[config.mk]
export PLATFORM = sky130hd
export DESIGN_NAME = output_unit_tx
export DESIGN_NICKNAME = d
export VERILOG_FILES = /design/src/rtl/output_unit_tx.sv
export SDC_FILE = /design/constraint.sdc
export NUM_CORES = 1
export LEC_CHECK = 0
export ABC_AREA = 1
export CAP_MARGIN = 20
export CORE_UTILIZATION = 65
export CTS_CLUSTER_SIZE = 14
export DETAILED_ROUTE_END_ITERATION = 8
export DONT_BUFFER_PORTS = 1
export HOLD_SLACK_MARGIN = 0.08
export PLACE_DENSITY_LB_ADDON = 0.15
export SYNTH_ARGS = -nofsm -noshare
export SYNTH_HDL_FRONTEND = slang
export SYNTH_SLANG_ARGS = --single-unit
[constraint.sdc]
create_clock -name clk -period 6.2 [get_ports clk]
set_input_delay 0.62 -clock clk [delete_from_list [all_inputs] [get_ports clk]]
set_output_delay 0.62 -clock clk [all_outputs]
set_load 0.05 [all_outputs]
[src/rtl/output_unit_tx.sv]
// Per-port router output stage: flit FIFO from the crossbar plus the req/ack
// link FSM that streams each buffered packet HEAD..TAIL toward the neighbour.
module output_unit_tx #(
    parameter int FLIT_W = 34,
    parameter int DEPTH  = 8
) (
    input  logic                     clk,
    input  logic                     reset_n,
    input  logic [FLIT_W-1:0]        i_xbar_flit,
    input  logic                     i_xbar_valid,
    output logic                     o_xbar_ready,
    output logic                     o_downstream_req,
    input  logic                     i_transmit_ack,
    output logic [FLIT_W-1:0]        o_link_flit,
    output logic                     o_tx_busy,
    output logic                     o_pkt_sent,
    output logic                     o_proto_err,
    output logic [$clog2(DEPTH):0]   o_count
);

    localparam int AW = $clog2(DEPTH);
    localparam int CW = AW + 1;

    localparam logic [CW-1:0] FULL_CNT = CW'(DEPTH);
    localparam logic [CW-1:0] CNT_ONE  = CW'(1);
    localparam logic [AW-1:0] PTR_ONE  = AW'(1);

    localparam logic [1:0] ST_IDLE = 2'd0;
    localparam logic [1:0] ST_REQ  = 2'd1;
    localparam logic [1:0] ST_SEND = 2'd2;

    localparam logic [1:0] TYPE_HEAD = 2'b01;
    localparam logic [1:0] TYPE_TAIL = 2'b11;

    function automatic logic [1:0] flit_type(input logic [FLIT_W-1:0] flit);
        return flit[FLIT_W-2:FLIT_W-3];
    endfunction

    logic [FLIT_W-1:0] mem_r [DEPTH];
    logic [AW-1:0]     wr_ptr_r;
    logic [AW-1:0]     rd_ptr_r;
    logic [CW-1:0]     count_r;
    logic [CW-1:0]     count_nxt_s;

    logic [1:0]        state_r;
    logic [1:0]        state_nxt_s;
    logic              req_r;
    logic              req_nxt_s;
    logic [FLIT_W-1:0] link_r;
    logic [FLIT_W-1:0] link_nxt_s;
    logic              sent_r;
    logic              sent_nxt_s;
    logic              err_r;
    logic              err_nxt_s;

    logic              full_s;
    logic              empty_s;
    logic              push_s;
    logic              pop_s;
    logic [FLIT_W-1:0] head_s;

    assign full_s  = (count_r == FULL_CNT);
    assign empty_s = (count_r == {CW{1'b0}});
    assign head_s  = mem_r[rd_ptr_r];
    // Flits whose own valid bit is clear never occupy a FIFO slot.
    assign push_s  = i_xbar_valid && !full_s && i_xbar_flit[FLIT_W-1];

    assign o_xbar_ready     = !full_s;
    assign o_downstream_req = req_r;
    assign o_link_flit      = link_r;
    assign o_tx_busy        = (state_r != ST_IDLE);
    assign o_pkt_sent       = sent_r;
    assign o_proto_err      = err_r;
    assign o_count          = count_r;

    // Link FSM: decides pops and the next registered link outputs.
    always_comb begin
        state_nxt_s = state_r;
        req_nxt_s   = req_r;
        link_nxt_s  = {FLIT_W{1'b0}};
        sent_nxt_s  = 1'b0;
        err_nxt_s   = 1'b0;
        pop_s       = 1'b0;
        case (state_r)
            ST_IDLE: begin
                req_nxt_s = 1'b0;
                if (!empty_s) begin
                    if (flit_type(head_s) == TYPE_HEAD) begin
                        state_nxt_s = ST_REQ;
                        req_nxt_s   = 1'b1;
                    end else begin
                        // Orphan BODY/TAIL/NONE with no open packet is discarded.
                        pop_s     = 1'b1;
                        err_nxt_s = 1'b1;
                    end
                end else begin
                    state_nxt_s = ST_IDLE;
                end
            end
            ST_REQ: begin
                req_nxt_s = 1'b1;
                if (i_transmit_ack) begin
                    state_nxt_s = ST_SEND;
                end else begin
                    state_nxt_s = ST_REQ;
                end
            end
            ST_SEND: begin
                req_nxt_s = 1'b1;
                if (!empty_s) begin
                    pop_s      = 1'b1;
                    link_nxt_s = head_s;
                    if (flit_type(head_s) == TYPE_TAIL) begin
                        sent_nxt_s  = 1'b1;
                        req_nxt_s   = 1'b0;
                        state_nxt_s = ST_IDLE;
                    end else begin
                        state_nxt_s = ST_SEND;
                    end
                end else begin
                    // Stall: hold the link granted, drive an empty flit, no timeout.
                    state_nxt_s = ST_SEND;
                end
            end
            default: begin
                state_nxt_s = ST_IDLE;
                req_nxt_s   = 1'b0;
            end
        endcase
    end

    // Occupancy update from the push/pop pair.
    always_comb begin
        case ({push_s, pop_s})
            2'b10:   count_nxt_s = count_r + CNT_ONE;
            2'b01:   count_nxt_s = count_r - CNT_ONE;
            default: count_nxt_s = count_r;
        endcase
    end

    // FIFO storage; contents need no reset since occupancy gates every read.
    always_ff @(posedge clk) begin
        if (push_s) begin
            mem_r[wr_ptr_r] <= i_xbar_flit;
        end
    end

    // FIFO pointers and occupancy.
    always_ff @(posedge clk or negedge reset_n) begin
        if (!reset_n) begin
            wr_ptr_r <= {AW{1'b0}};
            rd_ptr_r <= {AW{1'b0}};
            count_r  <= {CW{1'b0}};
        end else begin
            if (push_s) begin
                wr_ptr_r <= wr_ptr_r + PTR_ONE;
            end
            if (pop_s) begin
                rd_ptr_r <= rd_ptr_r + PTR_ONE;
            end
            count_r <= count_nxt_s;
        end
    end

    // FSM state and registered link/status outputs.
    always_ff @(posedge clk or negedge reset_n) begin
        if (!reset_n) begin
            state_r <= ST_IDLE;
            req_r   <= 1'b0;
            link_r  <= {FLIT_W{1'b0}};
            sent_r  <= 1'b0;
            err_r   <= 1'b0;
        end else begin
            state_r <= state_nxt_s;
            req_r   <= req_nxt_s;
            link_r  <= link_nxt_s;
            sent_r  <= sent_nxt_s;
            err_r   <= err_nxt_s;
        end
    end

endmodule

# Yosys cells after proc, flatten, opt, wreduce, memory -nomap -nowiden
# Memories as Yosys holds them, arrays and structs flattened.
# Cells that the tools add are included.
# word_totals
memories,1
ram_bits,272
out_inout_bits,43
regBits,49
wordCells,52
# op_classes
eq_ne,8
n_addsub,4
reduce_logical,7
n_mux,24
# mem_list
memory,words,width,read_ports,rd_clocked_by_memory_dff,write_ports,line,rtl
mem_r,8,34,1,0,1,39,logic [FLIT_W-1:0] mem_r [DEPTH];
# op_table
op,count
2-to-1 mux 34 bit,2
2-to-1 mux 1 bit,13
2-to-1 mux 2 bit,5
one-hot mux 4 bit (2 select lines),1
"adder 3 x 1 -> 3 bit, second input constant",2
"equality test 2 x 1 -> 1 bit, second input constant",3
"equality test 2 bit, second input constant",3
one-hot mux 2 bit (3 select lines),1
"adder 4 x 1 -> 4 bit, second input constant",1
"equality test 4 bit, second input constant",1
zero test 4 bit,1
nonzero test 2 bit,2
"subtractor 4 x 1 -> 4 bit, second input constant",1
"!= test 3 bit, second input constant",1
one-hot mux 1 bit (3 select lines),1
logical AND 1 bit,2
zero test 2 bit,1
one-hot mux 1 bit (2 select lines),1
zero test 1 bit,1

# Longest topological paths before layout
# An unclocked memory read counts as a cell.
# logic_depth
ltp_word,7
mapped_depth,17
mapped_depth_nobuf,15

# Worst setup path after synthesis
# Ideal clock, no wire load.
# synth_timing
path_kind,register to register
from,register count_r[1] (netlist: o_count[1])
to,"memory mem_r[0][0], enable pin"
path_stages_with_launch,6
required_time_ps,5775
setup_time_ps,425
arrival_time_ps,3231
path_slack_ps,2544
path_cell_list,dfrtp_1 -> nor2_1 -> nand3_1 -> nand3_1 -> or2_2 -> nor2_1
# synth_via
elab_chain_cells,6
# synth_rtl
element,line,rtl
start: declaration,42,logic [CW-1:0] count_r;
start signal: assignment,153,count_r <= {CW{1'b0}};
start signal: assignment,161,count_r <= count_nxt_s;
equality test 4 bit,62,assign full_s = (count_r == FULL_CNT);
zero test 1 bit,n/a,
net o_xbar_ready,11,"output logic o_xbar_ready,"
logical AND 1 bit (2 in a row),66,assign push_s = i_xbar_valid && !full_s && i_xbar_flit[FLIT_W-1];
2-to-1 mux 1 bit,143,if (push_s) begin
2-to-1 mux 1 bit (implied by the code),144,mem_r[wr_ptr_r] <= i_xbar_flit;
end: declaration,39,
# The timed path passes the listed nets, and every way through them passes these cells.

# Worst setup path after layout
# layout_timing
from,register rd_ptr_r[1]
to,register count_r[3] (netlist: o_count[3])
# layout_via
elab_chain_cells,7
word_cells_on_any_way,9
cone_classes,3 x eq/ne; 4 x mux; 1 x reduce/logical; 1 x memory
# layout_rtl
element,line,rtl
start: declaration,41,logic [AW-1:0] rd_ptr_r;
start signal: assignment,152,rd_ptr_r <= {AW{1'b0}};
start signal: assignment,159,rd_ptr_r <= rd_ptr_r + PTR_ONE;
memory (8 x 34 bit) (*),n/a,
equality test 2 x 1 -> 1 bit (*),88,if (flit_type(head_s) == TYPE_HEAD) begin
2-to-1 mux 1 bit (*),88,
2-to-1 mux 1 bit (*),87,if (!empty_s) begin
one-hot mux 1 bit (2 select lines) (*),84,case (state_r)
net pop_s,59,logic pop_s;
equality test 2 x 1 -> 1 bit or equality test 2 bit (tied branches),134,"case ({push_s, pop_s})"
one-hot mux 4 bit (2 select lines) or nonzero test 2 bit (tied branches),n/a,
# Mark *: on every way through the listed nets, which the timed path passes. The rest lies on a longest branch.
# A chain may end at the register's enable or synchronous reset.

==> results.py <==
metrics = {
    "run_status": {
        "status": "finished clean",
    },
    "worst_setup_path": {
        "critical_path.endpoint": "o_count[3]$_DFFE_PN0P_",
        "crit_path_top_delay_cell": "dfrtp_2",
        "critPathRequiredTime_ns": 6.58,
        "crit_fanout": 45,
        "regToRegSetupSlack_ns": 2.64,
        "r2r-start": "rd_ptr_r[1]$_DFFE_PN0P_",
        "path_cells": "inv_2 -> nand3_1 -> nand3_2 -> nand2_4 -> nand2_4 -> nand2_4 -> nand2_4 -> ha_1 -> ha_1 -> a21oi_1 -> o21ai_0 -> xor2_1 -> mux2_2",
        "setup.worst_path.end_class": "flip-flop",
        "cpMostUsedCell": "nand2_4",
        "max_stage_delay_ns": 0.96,
        "critPathArrivalTime_ns": 3.95,
        "cp-start-kind": "flip-flop",
        "rr_worst_depth": 13,
        "setup.worst_path.class": "reg2reg",
        "cp-startpoint": "rd_ptr_r[1]$_DFFE_PN0P_",
        "r2r-end": "o_count[3]$_DFFE_PN0P_",
    },
    "timing": {
        "slew_violations": 0,
        "hold_violations": 0,
        "setup_tns_ns": 0,
        "finalClockSkew_ns": 0.0103,
        "worst_pin_slew_ns": 1.06,
        "slew_headroom_pct": 29.0,
        "period_share_pct": 57.5,
        "fmax_mhz": 281,
        "setup_violations": 0,
        "rsz0062_at_grt": "no",
        "fin_crit_ns": 3.56,
    },
    "place": {
        "hpwl_um": 12600,
        "gp_congestion": 0.809,
        "portBuffers": 0,
    },
    "cts": {
        "numCtsBuffers": 34,
        "h-tree-depth": 2,
        "cts_sinks": 321,
        "cts_tree": "yes",
        "cts_post_setup_buffers_inserted": 0,
        "path_clk_slew_ns": 0.06,
        "ctsLongestPathBuffers": 3,
        "clock_latency_ns": 0.50,
        "clockRootBuffer": "clkbuf_16",
    },
    "finish": {
        "nFillCells": 1136,
        "multi_input_area_um2": 2640,
        "syn_to_final_growth_pct": 11.0,
        "diodes": 0,
        "final_nets": 1001,
        "final_common_cell": "edfxtp_1",
        "regArea_um2": 9400,
        "drive_gt1_share_pct": 8.77,
        "layout_common_cells": "edfxtp_1 (272), nor2_1 (231), o21ai_0 (104)",
    },
    "global_route": {
        "gr-usage-all-layers_pct": 25.2,
        "grt_start_max_net_pins": 93,
        "grt_pass1_vias": 7202,
        "grt_pass1_wl_um": 37600,
        "antenna_found_initial": 0,
        "overflow": 0,
    },
    "power_and_ir_drop": {
        "p_per_area_nw_per_um2": 491,
        "ir_drop_uv": 365,
        "power.total_mw": 6.77,
        "p_leak_nw": 4.86,
    },
    "floorplanning": {
        "core-area_um2": 18700,
        "rows": 50,
        "die_x_um": 140,
        "die_area_um2": 19700,
        "pin_count": 81,
        "initial_core_util_pct": 66.4,
        "die-height_um": 140,
    },
    "synthesis": {
        "synth_cell_types": 25,
        "avgSynthCellArea_um2": 12.9,
        "ys_warn_count": 0,
        "ys_ff_latch": 321,
        "synth_area_um2": 12400,
        "syn_nets": 1004,
        "synthCells": 960,
        "ys_seq_area_share_pct": 75.6,
    },
    "flow_run": {
        "maxCapViolations": 0,
    },
    "routing": {
        "drc": 0,
        "detail-route-antenna-nets": 0,
        "wl_per_cell_um": 19.9,
        "drtPass1Iterations": 4,
        "wl_um": 24200,
        "dr_total_vias": 7235,
        "viasPerCell": 5.95,
        "drt_iter0_markers": 673,
    },
    "hold_path": {
        "hold_class": "in2reg",
    },
}
[where the power goes]
part           switching [mW]  internal (mW)  total [mW]
clock                   0.769           1.13        1.90
combinational            1.15          0.540        1.69
sequential              0.564           2.61        3.18
total                    2.49           4.28        6.77
[repair_timing]
item | CTS | global route
gates resized for setup | 0 | 0
hold buffers | 2 | 0
hold endpoints to repair | 49 | 0
[final cells by class]
cell class	instances	share of cell area [%]
multi-input cells	551	19.1
inverters	34	0.935
clock inverters	9	0.535
flip-flops and latches	321	68.2
clock buffers	51	7.08
well taps	234	2.12
repair buffers	15	2.01
[cells by family (layout without fill, tap and decap cells)]
kind of cell / after synthesis / after routing / synth area share [%]
XOR/XNOR: 6 / 6 / 0.423
flip-flops: 321 / 321 / 75.6
adder cells (fa/ha/maj): 6 / 6 / 0.665
AO/OA/AOI/OAI: 231 / 231 / 9.63
multiplexers: 1 / 1 / 0.0907
buffers and inverters: 88 / 109 / 3.62
AND/OR/NAND/NOR: 307 / 307 / 9.94
[routing by layer]
layer | GRT usage [%] | vias to the layer above | share of wire, %
li1 | - | 3387 | -
met4 | 8.68 | 0 | 2.6
met1 | 33.8 | 3554 | 42
met5 | 0 | - | 0
met2 | 42.5 | 248 | 50
met3 | 3.97 | 46 | 6.2
[Yosys cell counts]
master	instances	area, um^2
a21oi_1	2	10.0
a31oi_1	32	200
buf_1	3	11.3
buf_2	23	115
buf_6	9	101
buf_8	2	30.0
clkbuf_1	17	63.8
dfrtp_1	49	1230
edfxtp_1	272	8170
fa_1	1	20.0
ha_1	5	62.6
inv_1	31	116
inv_2	3	11.3
mux2_2	1	11.3
nand2_1	41	154
nand2_2	2	12.5
nand2_4	5	56.3
nand3_1	15	75.1
nand3_2	3	30.0
nor2_1	240	901
o21ai_0	104	521
o21ai_1	93	465
or2_2	1	6.26
xnor2_1	1	8.76
xor2_1	5	43.8
[sequential cells by signal, indices dropped and copies added, names as in the netlist]
| register | cells |
|---|---|
| o_link_flit | 34 |
| rd_ptr_r | 3 |
| state_r | 2 |
| mem_r | 272 |
| wr_ptr_r | 3 |
| o_proto_err | 1 |
| o_pkt_sent | 1 |
| o_count | 4 |
| o_downstream_req | 1 |
[how the worst min path moves through the flow]
stage                     slack (ns)             from                endpoint  cells after the start
final                           0.20  i_xbar_flit[24]  mem_r[0][24]$_DFFE_PP_                      0
after CTS                       0.20   i_xbar_flit[9]   mem_r[4][9]$_DFFE_PP_                      0
after global routing            0.19  i_xbar_flit[12]  mem_r[1][12]$_DFFE_PP_                      0
after global placement          0.33          reset_n  o_count[0]$_DFFE_PN0P_                      0
after detailed placement        0.33          reset_n  o_count[1]$_DFFE_PN0P_                      0
after floorplan                 0.32          reset_n  o_count[0]$_DFFE_PN0P_                      0
[metrics by stage]
stage / util (%) / cells / instance area [um^2] / hold slack, ns / setup slack, ns
global placement: 66.8 / 1144 / 12500 / 0.325 / 2.81
finish: 73.7 / 1215 / 13800 / 0.204 / 2.64
detailed placement: 67.0 / 1146 / 12500 / 0.326 / 2.69
floorplan: - / 960 / 12400 / 0.324 / 2.54
CTS: 72.8 / 1208 / 13600 / 0.199 / 2.67
global route: 73.7 / 1215 / 13800 / 0.191 / 2.48
[critical path, delay by kind of cell (launching register included)]
| kind | cells | cell delay, ns |
|---|---|---|
| adders and majority gates | 2 | 0.59 |
| muxes | 1 | 0.27 |
| and+or+nand+nor | 6 | 0.68 |
| AOI/OAI and AO/OA | 2 | 0.23 |
| xor gates and xnor gates | 1 | 0.16 |
| buffers and inverters | 1 | 0.54 |
| DFF | 1 | 0.96 |
Power figures use the tool's default switching activity.
